`config.mk`:
```
export PLATFORM = sky130hd
export DESIGN_NAME = sar_clk_ctrl
export DESIGN_NICKNAME = d
export VERILOG_FILES = /design/src/rtl/sar_clk_ctrl.sv
export SDC_FILE = /design/constraint.sdc
export NUM_CORES = 1
export LEC_CHECK = 0
export CAP_MARGIN = 0
export CORE_MARGIN = 5
export CORE_UTILIZATION = 54
export CTS_BUF_LIST = sky130_fd_sc_hd__clkbuf_4 sky130_fd_sc_hd__clkbuf_8 sky130_fd_sc_hd__clkbuf_16
export CTS_CLUSTER_SIZE = 25
export DETAILED_ROUTE_END_ITERATION = 6
export GPL_TIMING_DRIVEN = 0
export PLACE_DENSITY = 0.79
export SYNTH_ARGS = -nofsm -noshare
export SYNTH_HDL_FRONTEND = slang
export SYNTH_SLANG_ARGS = --single-unit
```
`constraint.sdc`:
```
create_clock -name clk -period 2.57 [get_ports clk]
set_input_delay 0.514 -clock clk [delete_from_list [all_inputs] [get_ports clk]]
set_output_delay 0.514 -clock clk [all_outputs]
set_load 0.01 [all_outputs]
```
`src/rtl/sar_clk_ctrl.sv`:
```
// SAR conversion sequencer: sample phase, per-bit comparator clock, clock-mux select, trial DAC code.
// Optional macro SAR_CLK_CTRL_CONT_EN: start seen in DONE chains straight into the next conversion.
module sar_clk_ctrl #(
    parameter int N_BITS        = 8,
    parameter int SAMPLE_CYCLES = 4,
    parameter int CMP_PERIOD    = 2,
    parameter int CMP_HIGH      = 1
) (
    input  logic              clk,
    input  logic              rst,
    input  logic              start,
    input  logic              cmp_out,
    output logic              sample,
    output logic              cmp_clk,
    output logic              mux_sel,
    output logic [N_BITS-1:0] dac_code,
    output logic [N_BITS-1:0] result,
    output logic              result_valid,
    output logic              busy
);

    // state | meaning
    // IDLE  | waiting for start, only result is non-zero
    // SMP   | sample switch closed for SAMPLE_CYCLES cycles
    // CONV  | N_BITS bit periods, MSB first, mux_sel high
    // DONE  | one cycle, result updated and result_valid strobed

    if (N_BITS < 2 || N_BITS > 16 || SAMPLE_CYCLES < 1 || CMP_PERIOD < 2 ||
        CMP_HIGH < 1 || CMP_HIGH > CMP_PERIOD - 1) begin : g_param_check
        $error("sar_clk_ctrl: illegal parameter combination");
    end

    localparam int IW = $clog2(N_BITS);
    localparam int PW = $clog2(CMP_PERIOD);
    localparam int SW = (SAMPLE_CYCLES > 1) ? $clog2(SAMPLE_CYCLES) : 1;

    localparam logic [IW-1:0]     BIT_TOP   = IW'(N_BITS - 1);
    localparam logic [PW-1:0]     PER_LAST  = PW'(CMP_PERIOD - 1);
    localparam logic [PW-1:0]     HIGH_END  = PW'(CMP_HIGH);
    localparam logic [SW-1:0]     SAMP_LAST = SW'(SAMPLE_CYCLES - 1);
    localparam logic [N_BITS-1:0] ONE       = N_BITS'(1);

    typedef enum logic [1:0] {IDLE, SMP, CONV, DONE} state_t;

    state_t             state;
    logic [N_BITS-1:0]  sar;
    logic [N_BITS-1:0]  keep;
    logic [IW-1:0]      bit_idx;
    logic [PW-1:0]      per_cnt;
    logic [PW-1:0]      per_nxt;
    logic [SW-1:0]      samp_cnt;

    // dac_code already holds sar with the trial bit set, so a "keep" decision is just dac_code
    assign keep    = cmp_out ? dac_code : sar;
    assign per_nxt = per_cnt + 1'b1;

    always_ff @(posedge clk or posedge rst) begin
        if (rst) begin
            state        <= IDLE;
            sar          <= '0;
            bit_idx      <= '0;
            per_cnt      <= '0;
            samp_cnt     <= '0;
            sample       <= 1'b0;
            cmp_clk      <= 1'b0;
            mux_sel      <= 1'b0;
            dac_code     <= '0;
            result       <= '0;
            result_valid <= 1'b0;
            busy         <= 1'b0;
        end else begin
            case (state)
                IDLE: begin
                    if (start) begin
                        state    <= SMP;
                        sample   <= 1'b1;
                        busy     <= 1'b1;
                        sar      <= '0;
                        samp_cnt <= '0;
                    end
                end
                SMP: begin
                    if (samp_cnt == SAMP_LAST) begin
                        state    <= CONV;
                        sample   <= 1'b0;
                        mux_sel  <= 1'b1;
                        cmp_clk  <= 1'b1;
                        bit_idx  <= BIT_TOP;
                        per_cnt  <= '0;
                        dac_code <= ONE << BIT_TOP;
                    end else begin
                        samp_cnt <= samp_cnt + 1'b1;
                    end
                end
                CONV: begin
                    if (per_cnt == PER_LAST) begin
                        sar <= keep;
                        if (bit_idx == '0) begin
                            state        <= DONE;
                            result       <= keep;
                            result_valid <= 1'b1;
                            dac_code     <= '0;
                            mux_sel      <= 1'b0;
                            cmp_clk      <= 1'b0;
                        end else begin
                            bit_idx  <= bit_idx - 1'b1;
                            per_cnt  <= '0;
                            cmp_clk  <= 1'b1;
                            dac_code <= keep | (ONE << (bit_idx - 1'b1));
                        end
                    end else begin
                        per_cnt <= per_nxt;
                        cmp_clk <= (per_nxt < HIGH_END);
                    end
                end
                DONE: begin
                    result_valid <= 1'b0;
`ifdef SAR_CLK_CTRL_CONT_EN
                    if (start) begin
                        state    <= SMP;
                        sample   <= 1'b1;
                        sar      <= '0;
                        samp_cnt <= '0;
                    end else begin
                        state <= IDLE;
                        busy  <= 1'b0;
                    end
`else
                    state <= IDLE;
                    busy  <= 1'b0;
`endif
                end
                default: state <= IDLE;
            endcase
        end
    end

endmodule

```
; After elaboration in Yosys (flattened, before gate mapping)
; Cells that the tools add are included.
[classes]
n_addsub = 3
magnitude_cmp = 1
eq_ne = 10
shift = 1
n_mux = 37
n_bitwise = 1
n_reduce_logical = 18
[op_table]
columns = cell, count
row1 = $mux W8, 6
row2 = $pmux W8 S2, 2
row3 = $reduce_and A3 Y1, 6
row4 = $mux W2, 6
row5 = $ne A2 B2 Y1 const B, 6
row6 = $pmux W1 S2, 6
row7 = $reduce_and A4 Y1, 3
row8 = $mux W1, 11
row9 = $reduce_bool A2 Y1, 5
row10 = $mux W3, 3
row11 = $or A8 B8 Y8, 1
row12 = $pmux W2 S4, 1
row13 = $shl A1 B3 Y8 const A, 1
row14 = $eq A2 B2 Y1 const B, 3
row15 = $pmux W3 S2, 1
row16 = $pmux W2 S2, 1
row17 = $reduce_and A2 Y1, 2
row18 = $logic_not A3 Y1, 1
row19 = $sub A3 B1 Y3 const B, 1
row20 = $add A2 B1 Y2 const B, 1
row21 = $eq A2 B1 Y1 const B, 1
row22 = $logic_not A2 Y1, 1
row23 = $add A1 B1 Y1 const B, 1
row24 = $lt A1 B1 Y1 const B, 1
[totals]
register_bits = 37
in_bits = 4
output_inout_bits = 21
word_cells = 83

; Longest topological paths before layout
; Gate-level depths: netlist of run 1.
[logic_depth]
word_depth = 6
depth_mapped = 7
ltp_nobuf = 6

; Least setup slack after synthesis of run 1
; No wires, ideal clock.
[synth_timing]
path_kind = register to register
from = reg bit_idx[0]
to = reg bit_idx[0]
setup_ns = 0.125
arrival_ns = 1.695
required_ns = 2.445
slack_ns = 0.751
stages_incl_launch_ff = 7
path_buffers = 1
period_less_slack_ns = 1.819
path_cell_list = dfrtp_1 -> inv_1 -> ha_1 -> nor2b_2 -> or4_4 -> buf_6 -> mux2_2
[synth_via]
elab_chain_len = 4
elab_cells_between_ends = 7
cone_classes = add/sub: 1 / eq/ne: 1 / mux: 3 / reduce/logical: 2
[synth_lines]
columns = item, line_no
row1 = start: declaration, 48  ; logic [IW-1:0] bit_idx;
row2 = start signal: assignment, 106  ; bit_idx <= bit_idx - 1'b1;
row3 = $sub A3 B1 Y3, 106
row4 = $mux W3, 98  ; if (bit_idx == '0) begin
row5 = $mux W3, 96  ; if (per_cnt == PER_LAST) begin
row6 = $pmux W3 S2, 72  ; case (state)
; Several ways; a longest one is shown, not always the timed one. The select of a mux whose other input is x is not followed.
; A chain may end at the register's enable or synchronous reset.

; Final worst setup path of run 1
[layout_timing]
from = reg state[0]
to = reg dac_code[3]
[layout_via]
elab_chain_len = 3
elab_cells_between_ends = 7
cone_classes = eq/ne: 4 / mux: 1 / reduce/logical: 2
[layout_lines]
columns = item, line_no
row1 = start: declaration, 45  ; state_t state;
row2 = start signal: assignment, 59  ; state <= IDLE;
row3 = start signal: assignment, 75  ; state <= SMP;
row4 = start signal: assignment, 84  ; state <= CONV;
row5 = $eq A2 B2 Y1 or $eq A2 B1 Y1 (tied branches), 72
row6 = $ne A2 B2 Y1 (no source line) or $reduce_bool A2 Y1 (tied branches), n/a
row7 = $reduce_and A3 Y1 (no source line), n/a
row8 = end signal: assignment, 90  ; dac_code <= ONE << BIT_TOP;
row9 = end signal: assignment, 109  ; dac_code <= keep | (ONE << (bit_idx - 1'b1));
row10 = end: declaration, 16  ; output logic [N_BITS-1:0] dac_code,
; Several ways; a longest one is shown, not always the timed one.

==> run metrics, run 1 <==
Final nets 220; Die ar. 4590 um2; row count 21; Leak 0.000980 uW; hold_buf cts 0; DRT Pass-1 Iters 4; power per standard cell area 1090 nW/um2; Ports 25; dominant synthesized flop cell dfrtp_1; worst setup path class flop to flop; vias in the first global route 1,307; antenna violations before repair 0; Hold Slack 0.490 ns; worst path bufs/invs 2; post-synthesis xor/xnor area fraction 0.973%; Critical Path End Type flop; routed via count 1,405; DRT antenna net count 0; critical path's slowest cell o21ai_1; share of layout cells above drive strength 1 6.28%; outcome finished clean; top post-synthesis cells by area dfrtp_1, ha_1, a22o_1; adder-cell share of the synthesized area 6.95%; fin crit share 77.1%; Buffers on Ports 23; main combinational cell family by area after synthesis compound AO/OA/AOI/OAI gates; post-synth top area share 51.4%; Layout fillers 274; Num CTS Buffers 5; die height 67.7 um; RSZ-0062 raised after global routing no; # placed instances 245; register share of total power 40.0%; fin crit period 1.98 ns; HPWL after DPL 2750 um; global placer's final weighted congestion 0.801; insertion delay to the later sink of the worst-skew pair 0.34 ns; Detailed Route WL 3750 um; Initial DRC Count 71; Crit path required time 2.83 ns; Compound-Gate Fraction of Synth Area 23.7%; Post-synth top cells dfrtp_1, nand2_1, a21oi_1, o21ai_0, a22o_1; Hold Fails Final Rpt 0; most common cell in the netlist dfrtp_1; CTS max path bufs 2; CTS Root Buffer Type clkbuf_4; area of the mapped netlist 1800 um2; Starting Density 54.8%; Comb power frac 47.0%; setup bufs post-CTS 0; Core Region 3280 um2; setup violators final 0; Post-Synthesis Cells 176; switching power share of the total 39.3%; area growth from synthesis to layout 19.0%; Synth async-reset ratio 100%; Largest stage delay, worst path 0.50 ns; Seq/Total Area, Yosys 51.4%; post-synthesis average cell area 10.2 um2; Mapped Nets 190; Crit Path Max Fanout 10; Die Width 67.7 um; crit path cell chain inv_1 -> ha_1 -> clkbuf_1 -> nand3_1 -> o21ai_1 -> o2bb2ai_1; largest net degree at the start of global routing 38; first-pass GRT wire length 6350 um; Peak VDD IR 0.493 mV; per-cell routed wire length 14.8 um; Avg Vias per Cell 5.55; antenna cells 0; max-cap violations 0; #FFs+latches synth 37; Internal 1420 uW; Post-synth EDFFs 0; Setup Skew 0.00926 ns; Synth Area in Simple Gates 11.7%; clk slew on worst S/H paths 0.11 ns; CTS Sinks 37; Final Non-Filler Cells 253; count of different cell masters after synthesis 30; family with the most delay on the worst path compound AO/OA/AOI/OAI gates; CTS tree done; Clk pwr share 13.0%; Syn. warnings 0; sw power 919 uW; max-slew violation count 0; max_slew headroom 50.5%; grt ovf 0; Max Freq 505 MHz; CP startpoint kind flop; CTS H-tree depth 2; multiplexer share of the synthesized area 1.74%; Remaining DRCs 0; Setup Total Neg Slack 0 ns; gr usage total 18.9%; WP data arrival 2.24 ns; leading area contributor after synthesis dfrtp_1; worst min-delay path category flop to flop; PostCTS Resize Cnt 0; Worst Max-Slew Pin Slew 0.741 ns
==> area by class of cell <==
class | count | area (um2) | share of cell area (%)
well taps | 46 | 57.6 | 2.69
multi-input cells | 124 | 811 | 37.8
flip-flops and latches | 37 | 926 | 43.2
inverters | 10 | 37.5 | 1.75
clock buffers | 6 | 45.0 | 2.10
repair buffers | 23 | 230 | 10.7
clock inverters | 2 | 10.0 | 0.467
plain buffers | 5 | 26.3 | 1.23
==> layer usage <==
| layer | GRT usage, % | routed length [um] | vias to the layer above |
|---|---|---|---|
| li1 | - | - | 689 |
| met1 | 26.9 | 1740 | 671 |
| met2 | 27.5 | 1730 | 41 |
| met3 | 5.82 | 235 | 4 |
| met4 | 6.08 | 45 | 0 |
| met5 | 0 | 0 | - |
==> sequential cells by signal, indices dropped and copies added, names as in the netlist, 2 cells and up <==
register	flops
dac_code	8
result	8
sar	8
bit_idx	3
samp_cnt	2
state	2
==> path summary, 6_finish.rpt <==
kind / from / endpoint / slack (ns) / cells past startpoint
hold reg to reg: result[4] / result[4] / 0.49 / 2
setup / recovery: state[0] / dac_code[3] / 0.59 / 6
hold / removal: result[4] / result[4] / 0.49 / 2
min in group asynchronous: rst / busy / 0.61 / 2
setup reg to reg: state[0] / dac_code[3] / 0.59 / 6
max in group asynchronous: rst / bit_idx[1] / 1.48 / 2
==> power groups by stage <==
stage | combinational [uW] | sequential, uW | clock (uW)
final | 1100 | 936 | 305
after global routing | 1220 | 974 | 336
after CTS | 1100 | 938 | 317
after detailed placement | 1100 | 950 | 0
after global placement | 1060 | 932 | 0
after floorplan | 627 | 977 | 0
==> cells by family (layout without fill, tap and decap cells) <==
kind of cell    after synthesis  count (layout)
xor+xnor                      2               2
simple gates                 43              43
buf+inv                      15              46
fa+ha+maj                    10              10
compound gates               66              66
mux                           3               3
flops                        37              37
==> worst min-delay path, stage by stage (launching register included) <==
cell and delay, ns:
dfrtp_1 0.36, nand2_1 0.05, o21ai_0 0.06
==> stage by stage <==
step           utilization (%)  setup slack [ns]  instance area (um2)  total power [uW]
2_1_floorplan                -             0.751                 1800              1600
3_3_place_gp              63.6             0.502                 2090              1990
3_5_place_dp              63.6             0.420                 2090              2050
4_1_cts                   65.3             0.625                 2140              2360
5_1_grt                   65.3             0.451                 2140              2530
6_report                  65.3             0.588                 2140              2340
==> cell usage in the layout, fill, tap and decap left out, types with 4 or more instances in the layout <==
master	n
a21o_1	4
a21oi_1	19
a22o_1	11
clkbuf_4	6
clkdlybuf4s50_1	23
dfrtp_1	37
ha_1	10
inv_1	9
nand2_1	22
nor2b_1	9
o21ai_0	19
o2bb2ai_1	7
Note: power is estimated with default switching activity, not from simulation.
==> inputs of run 2 (changes only) <==
--- a/config.mk
+++ b/config.mk
@@ -7,12 +7,12 @@
 export LEC_CHECK = 0
 export CAP_MARGIN = 0
 export CORE_MARGIN = 5
-export CORE_UTILIZATION = 54
+export CORE_UTILIZATION = 48
 export CTS_BUF_LIST = sky130_fd_sc_hd__clkbuf_4 sky130_fd_sc_hd__clkbuf_8 sky130_fd_sc_hd__clkbuf_16
 export CTS_CLUSTER_SIZE = 25
 export DETAILED_ROUTE_END_ITERATION = 6
 export GPL_TIMING_DRIVEN = 0
-export PLACE_DENSITY = 0.79
+export PLACE_DENSITY = 0.74
 export SYNTH_ARGS = -nofsm -noshare
 export SYNTH_HDL_FRONTEND = slang
 export SYNTH_SLANG_ARGS = --single-unit
==> constraint.sdc (replaced) <==
create_clock -name clk -period 1.8 [get_ports clk]
set_input_delay 0.36 -clock clk [delete_from_list [all_inputs] [get_ports clk]]
set_output_delay 0.36 -clock clk [all_outputs]
set_load 0.01 [all_outputs]
==> run 2 against run 1 <==
Compared with the run above:
- critical path depth down 1
- fmax increased by 11%
- clock skew is 0.0016 ns lower
- largest cell class unchanged
==> run metrics, run 2 (synthesized netlist as in run 1, its figures left out) <==
outcome finished clean; switching power share of the total 36.6% (-2.7 points); CP startpoint kind flop; fin crit share 99.1% (+22 points); worst min-delay path category flop to flop; row count 22 (+4.8%); share of layout cells above drive strength 1 16.0% (+9.8 points); Starting Density 49.2% (-5.6 points); max-slew violation count 0 (unchanged); Reg2Reg Launch Point bit_idx[0]; Num CTS Buffers 5 (unchanged); antenna cells 0 (unchanged); Max Freq 561 MHz (+11%); Detailed Route WL 4120 um (+9.8%); max_slew headroom 49.2% (-1.3 points); Setup Skew 0.00768 ns (-0.00158 ns); CTS Sinks 37 (unchanged); per-cell routed wire length 15.9 um (+6.9%); top flop regs dac_code (8), result (8), sar (8); Internal 2540 uW (+79%); most frequent cells in the layout dfrtp_1, clkdlybuf4s50_1, nand2_1; vias in the first global route 1,500 (+15%); post-route cell area 2330 um2 (+8.6%); CTS tree done; Layout fillers 285 (+4.0%); CTS Root Buffer Type clkbuf_8; register share of total power 33.5% (-6.5 points); sw power 1470 uW (+60%); Ports 25 (unchanged); Avg Vias per Cell 5.73 (+3.1%); clk slew on worst S/H paths 0.08 ns (-0.03 ns); Final nets 225 (+2.3%); DRT antenna net count 0 (unchanged); Peak VDD IR 0.955 mV (+94%); Leak 0.00104 uW (+5.6%); routed via count 1,489 (+6.0%); RSZ-0062 raised after global routing yes; Initial DRC Count 120 (+69%); Final Util 63.6% (-1.7 points); Worst Max-Slew Pin Slew 0.761 ns (+0.0194 ns); Setup crit start bit_idx[0]; Setup Total Neg Slack 0 ns (unchanged); Core Region 3660 um2 (+11%); antenna violations before repair 0 (unchanged); gr usage total 17.2% (-1.7 points); CTS max path bufs 2 (unchanged); Crit Path Max Fanout 9 (-1); Clk pwr share 22.1% (+9.1 points); worst setup path class flop to flop; Final Non-Filler Cells 260 (+2.8%); most common cell after layout, fill and taps aside dfrtp_1; setup violators final 0 (unchanged); Remaining DRCs 0 (unchanged); global placer's final weighted congestion 0.888 (+11%); Crit path required time 1.99 ns (-0.84 ns); area growth from synthesis to layout 29.3%; fin crit period 1.78 ns (-0.198 ns); Buffers on Ports 23 (unchanged); # placed instances 247 (+0.82%); dpl cell area 2090 um2 (+0.24%); grt ovf 0 (unchanged); Die ar. 5080 um2 (+11%); die height 71.2 um (+5.2%); largest net degree at the start of global routing 38 (unchanged); Comb power frac 44.4% (-2.6 points); WP data arrival 1.98 ns (-0.26 ns); DRT Pass-1 Iters 4 (unchanged); insertion delay to the later sink of the worst-skew pair 0.31 ns (-0.03 ns); total chip power 4010 uW (+72%); Die Width 71.2 um (+5.2%); Hold Fails Final Rpt 0 (unchanged); Worst Min Path Start result_valid; power per standard cell area 1720 nW/um2 (+58%); first-pass GRT wire length 7020 um (+10%); Critical Path End Type flop; HPWL after DPL 2800 um (+2.0%); CTS H-tree depth 2 (unchanged); max-cap violations 0 (unchanged)
run 2: per-stage QoR:
step,hold slack [ns],setup slack (ns)
floorplan,0.458,0.0216
global placement,0.461,-0.140
detailed placement,0.471,-0.213
CTS,0.487,-0.00990
global route,0.512,-0.0372
finish,0.482,0.0165
run 2: final cells by class:
cell class	count	area, um2	share of cell area, %
sequential	37	927	39.8
multi-input combinational	124	873	37.5
timing repair buffer	29	275	11.8
clock buffer	5	68.8	2.96
clock inverter	3	68.8	2.96
tap	48	60.1	2.58
inverter	10	37.5	1.61
buffer	4	17.5	0.752
run 2: metal layers:
layer	GRT usage, %	part of all wire (%)	wire length [um]
met5	0	0	0
met4	8.56	2.1	88
met3	4.21	7.3	300
met2	26.9	47	1930
met1	22.3	44	1800
run 2: worst max-delay path, cell delays in order (launching register included):
cell,delay (ns)
dfrtp_1,0.36
inv_2,0.08
ha_4,0.18
nor2b_2,0.18
or4_4,0.57
mux2_2,0.29
run 2: power by group through the flow:
stage | registers [uW] | clock network [uW] | logic (uW)
6_report | 1340 | 889 | 1780
3_5_place_dp | 1350 | 0 | 1580
2_1_floorplan | 1400 | 0 | 897
3_3_place_gp | 1330 | 0 | 1520
4_1_cts | 1330 | 886 | 1680
5_1_grt | 1390 | 915 | 1970
run 2: final timing paths:
path | depth (start not counted) | slack (ns) | end
max | 5 | 0.02 | bit_idx[0]
min | 1 | 0.48 | result_valid
max reg2reg | 5 | 0.02 | bit_idx[0]
min reg2reg | 1 | 0.48 | result_valid
max in group asynchronous | 2 | 0.75 | state[0]
min in group asynchronous | 2 | 0.51 | result[3]
run 2: timing repair:
action	CTS	global route
hold buffers	0	0
buffers inserted	3	3
gates resized for setup	11	9
pin swaps	0	1
setup endpoints to repair	23	31
==> inputs of run 3 (changes only) <==
--- a/config.mk
+++ b/config.mk
@@ -7,12 +7,12 @@
 export LEC_CHECK = 0
 export CAP_MARGIN = 0
 export CORE_MARGIN = 5
-export CORE_UTILIZATION = 48
+export CORE_UTILIZATION = 54
 export CTS_BUF_LIST = sky130_fd_sc_hd__clkbuf_4 sky130_fd_sc_hd__clkbuf_8 sky130_fd_sc_hd__clkbuf_16
-export CTS_CLUSTER_SIZE = 25
 export DETAILED_ROUTE_END_ITERATION = 6
 export GPL_TIMING_DRIVEN = 0
-export PLACE_DENSITY = 0.74
+export PLACE_DENSITY = 0.79
+export RECOVER_POWER = 100
 export SYNTH_ARGS = -nofsm -noshare
 export SYNTH_HDL_FRONTEND = slang
 export SYNTH_SLANG_ARGS = --single-unit
==> constraint.sdc (replaced) <==
create_clock -name clk -period 2 [get_ports clk]
set_input_delay 0.4 -clock clk [delete_from_list [all_inputs] [get_ports clk]]
set_output_delay 0.4 -clock clk [all_outputs]
set_load 0.01 [all_outputs]
==> run 3 against run 2 <==
Compared with the run above:
- final cell count decreased by 2.7%
- worst setup slack improved by 0.087 ns
- non-clock buffer count decreased by 5
- largest power group unchanged
- clock power decreased by 56%
- critical path depth increased by 1
- highest routed layer unchanged
- first-iteration DRC count decreased by 32%
- fmax decreased by 5.9%
- critical endpoint unchanged
- global-route usage increased by 1.7 points
==> run metrics, run 3 (synthesized netlist as in run 1, its figures left out) <==
outcome finished clean; max-slew violation count 0 (unchanged); setup bufs post-CTS 0 (-3); per-cell routed wire length 14.9 um (-6.1%); global placer's final weighted congestion 0.801 (-9.8%); Setup Total Neg Slack 0 ns (unchanged); total chip power 2960 uW (-26%); row count 21 (-4.5%); antenna cells 0 (unchanged); max-cap violations 0 (unchanged); antenna violations before repair 0 (unchanged); CTS tree done; Worst Max-Slew Pin Slew 1.36 ns (+0.602 ns); grt ovf 0 (unchanged); WP data arrival 2.13 ns (+0.15 ns); Stages on worst setup path 6 (+1); Crit path required time 2.23 ns (+0.24 ns); CTS Root Buffer Type clkbuf_4; Leak 0.000988 uW (-4.6%); most frequent cells in the layout dfrtp_1, nand2_1, dlygate4sd3_1; area growth from synthesis to layout 19.7%; Worst Min Path Start result_valid; power per standard cell area 1370 nW/um2 (-20%); Die Width 67.7 um (-4.9%); fin crit share 94.8% (-4.3 points); max_slew headroom 9.04% (-40 points); worst setup path class flop to flop; Remaining DRCs 0 (unchanged); Num CTS Buffers 5 (unchanged); Detailed Route WL 3770 um (-8.6%); gr usage total 18.9% (+1.7 points); worst min-delay path category flop to flop; Die ar. 4590 um2 (-9.6%); Setup crit start bit_idx[1]; Max Freq 527 MHz (-5.9%); CTS Sinks 37 (unchanged); Buffers on Ports 23 (unchanged); first-pass GRT wire length 6350 um (-9.4%); worst setup margin 0.104 ns (+0.0873 ns); hold_buf cts 0 (unchanged); Peak VDD IR 0.636 mV (-33%); crit path cell chain inv_1 -> ha_2 -> nor2b_2 -> or4_4 -> buf_6 -> mux2_2; family with the most delay on the worst path simple AND/OR/NAND/NOR gates; Ports 25 (unchanged); PostCTS Resize Cnt 0 (-11); post-route cell area 2150 um2 (-7.5%); fin crit period 1.90 ns (+0.113 ns); share of layout cells above drive strength 1 8.21% (-7.8 points); Largest stage delay, worst path 0.48 ns (-0.09 ns); CTS H-tree depth 2 (unchanged); insertion delay to the later sink of the worst-skew pair 0.34 ns (+0.03 ns); critical path's slowest cell or4_4; Avg Vias per Cell 5.66 (-1.1%); vias in the first global route 1,307 (-13%); most common cell after layout, fill and taps aside dfrtp_1; Final Util 65.6% (+2.0 points); Reg2Reg Launch Point bit_idx[1]; Core Region 3280 um2 (-10%); CP startpoint kind flop; dpl ws -0.0363 ns (+0.176 ns); Critical Path End Type flop; largest net degree at the start of global routing 38 (unchanged); Worst Hold Depth 1 (unchanged); DRT Pass-1 Iters 4 (unchanged); Initial DRC Count 82 (-32%); CTS max path bufs 2 (unchanged); Setup Skew 0.0100 ns (+0.00236 ns); die height 67.7 um (-4.9%); worst path bufs/invs 2 (+1); HPWL after DPL 2750 um (-2.0%); routed via count 1,433 (-3.8%); Crit Path Max Fanout 9 (unchanged); Starting Density 54.8% (+5.6 points); Final nets 220 (-2.2%); dpl cell area 2090 um2 (-0.24%); setup violators final 0 (unchanged); Hold Fails Final Rpt 0 (unchanged); RSZ-0062 raised after global routing no; R2R depth 6 (+1); DRT antenna net count 0 (unchanged); clk slew on worst S/H paths 0.11 ns (+0.03 ns); top flop regs dac_code (8), result (8), sar (8)
==> run 3: layout make-up <==
type | instances | area [um2]
fill | 271 | 1130
clock inverter | 2 | 10.0
buffer | 5 | 28.8
sequential | 37 | 926
multi-input combinational | 124 | 820
tap | 46 | 57.6
inverter | 10 | 37.5
timing repair buffer | 23 | 230
clock buffer | 6 | 45.0
==> run 3: worst reg2reg max path, delay by kind of cell, from the launching register on <==
kind / cells / cell delay (ns)
AND/OR/NAND/NOR: 2 / 0.66
flip-flops: 1 / 0.41
buffers and inverters: 2 / 0.25
multiplexers: 1 / 0.25
adder cells (fa/ha/maj): 1 / 0.22
==> run 3: stage by stage <==
step           hold WS (ns)  instances
6_report              0.485        253
5_1_grt               0.519        253
4_1_cts               0.501        253
3_5_place_dp          0.472        245
3_3_place_gp          0.461        245
2_1_floorplan         0.458        176
==> run 3: power breakdown <==
group	switching (uW)	internal, uW
logic	740	627
registers	200	998
clock network	245	148
total	1180	1770
==> run 3: metal layers <==
layer  up-vias  part of all wire, %  GRT usage, %
li1        693                    -             -
met1       689                   47          26.9
met2        47                   46          27.5
met3         4                  6.4          5.82
met4         0                  1.2          6.08
met5         -                    0             0
==> run 3: worst paths after layout <==
check,to,slack (ns)
min in group asynchronous,result[2],0.88
setup / recovery,bit_idx[0],0.10
max in group asynchronous,bit_idx[1],0.31
hold reg to reg,result_valid,0.48
setup reg to reg,bit_idx[0],0.10
hold / removal,result_valid,0.48
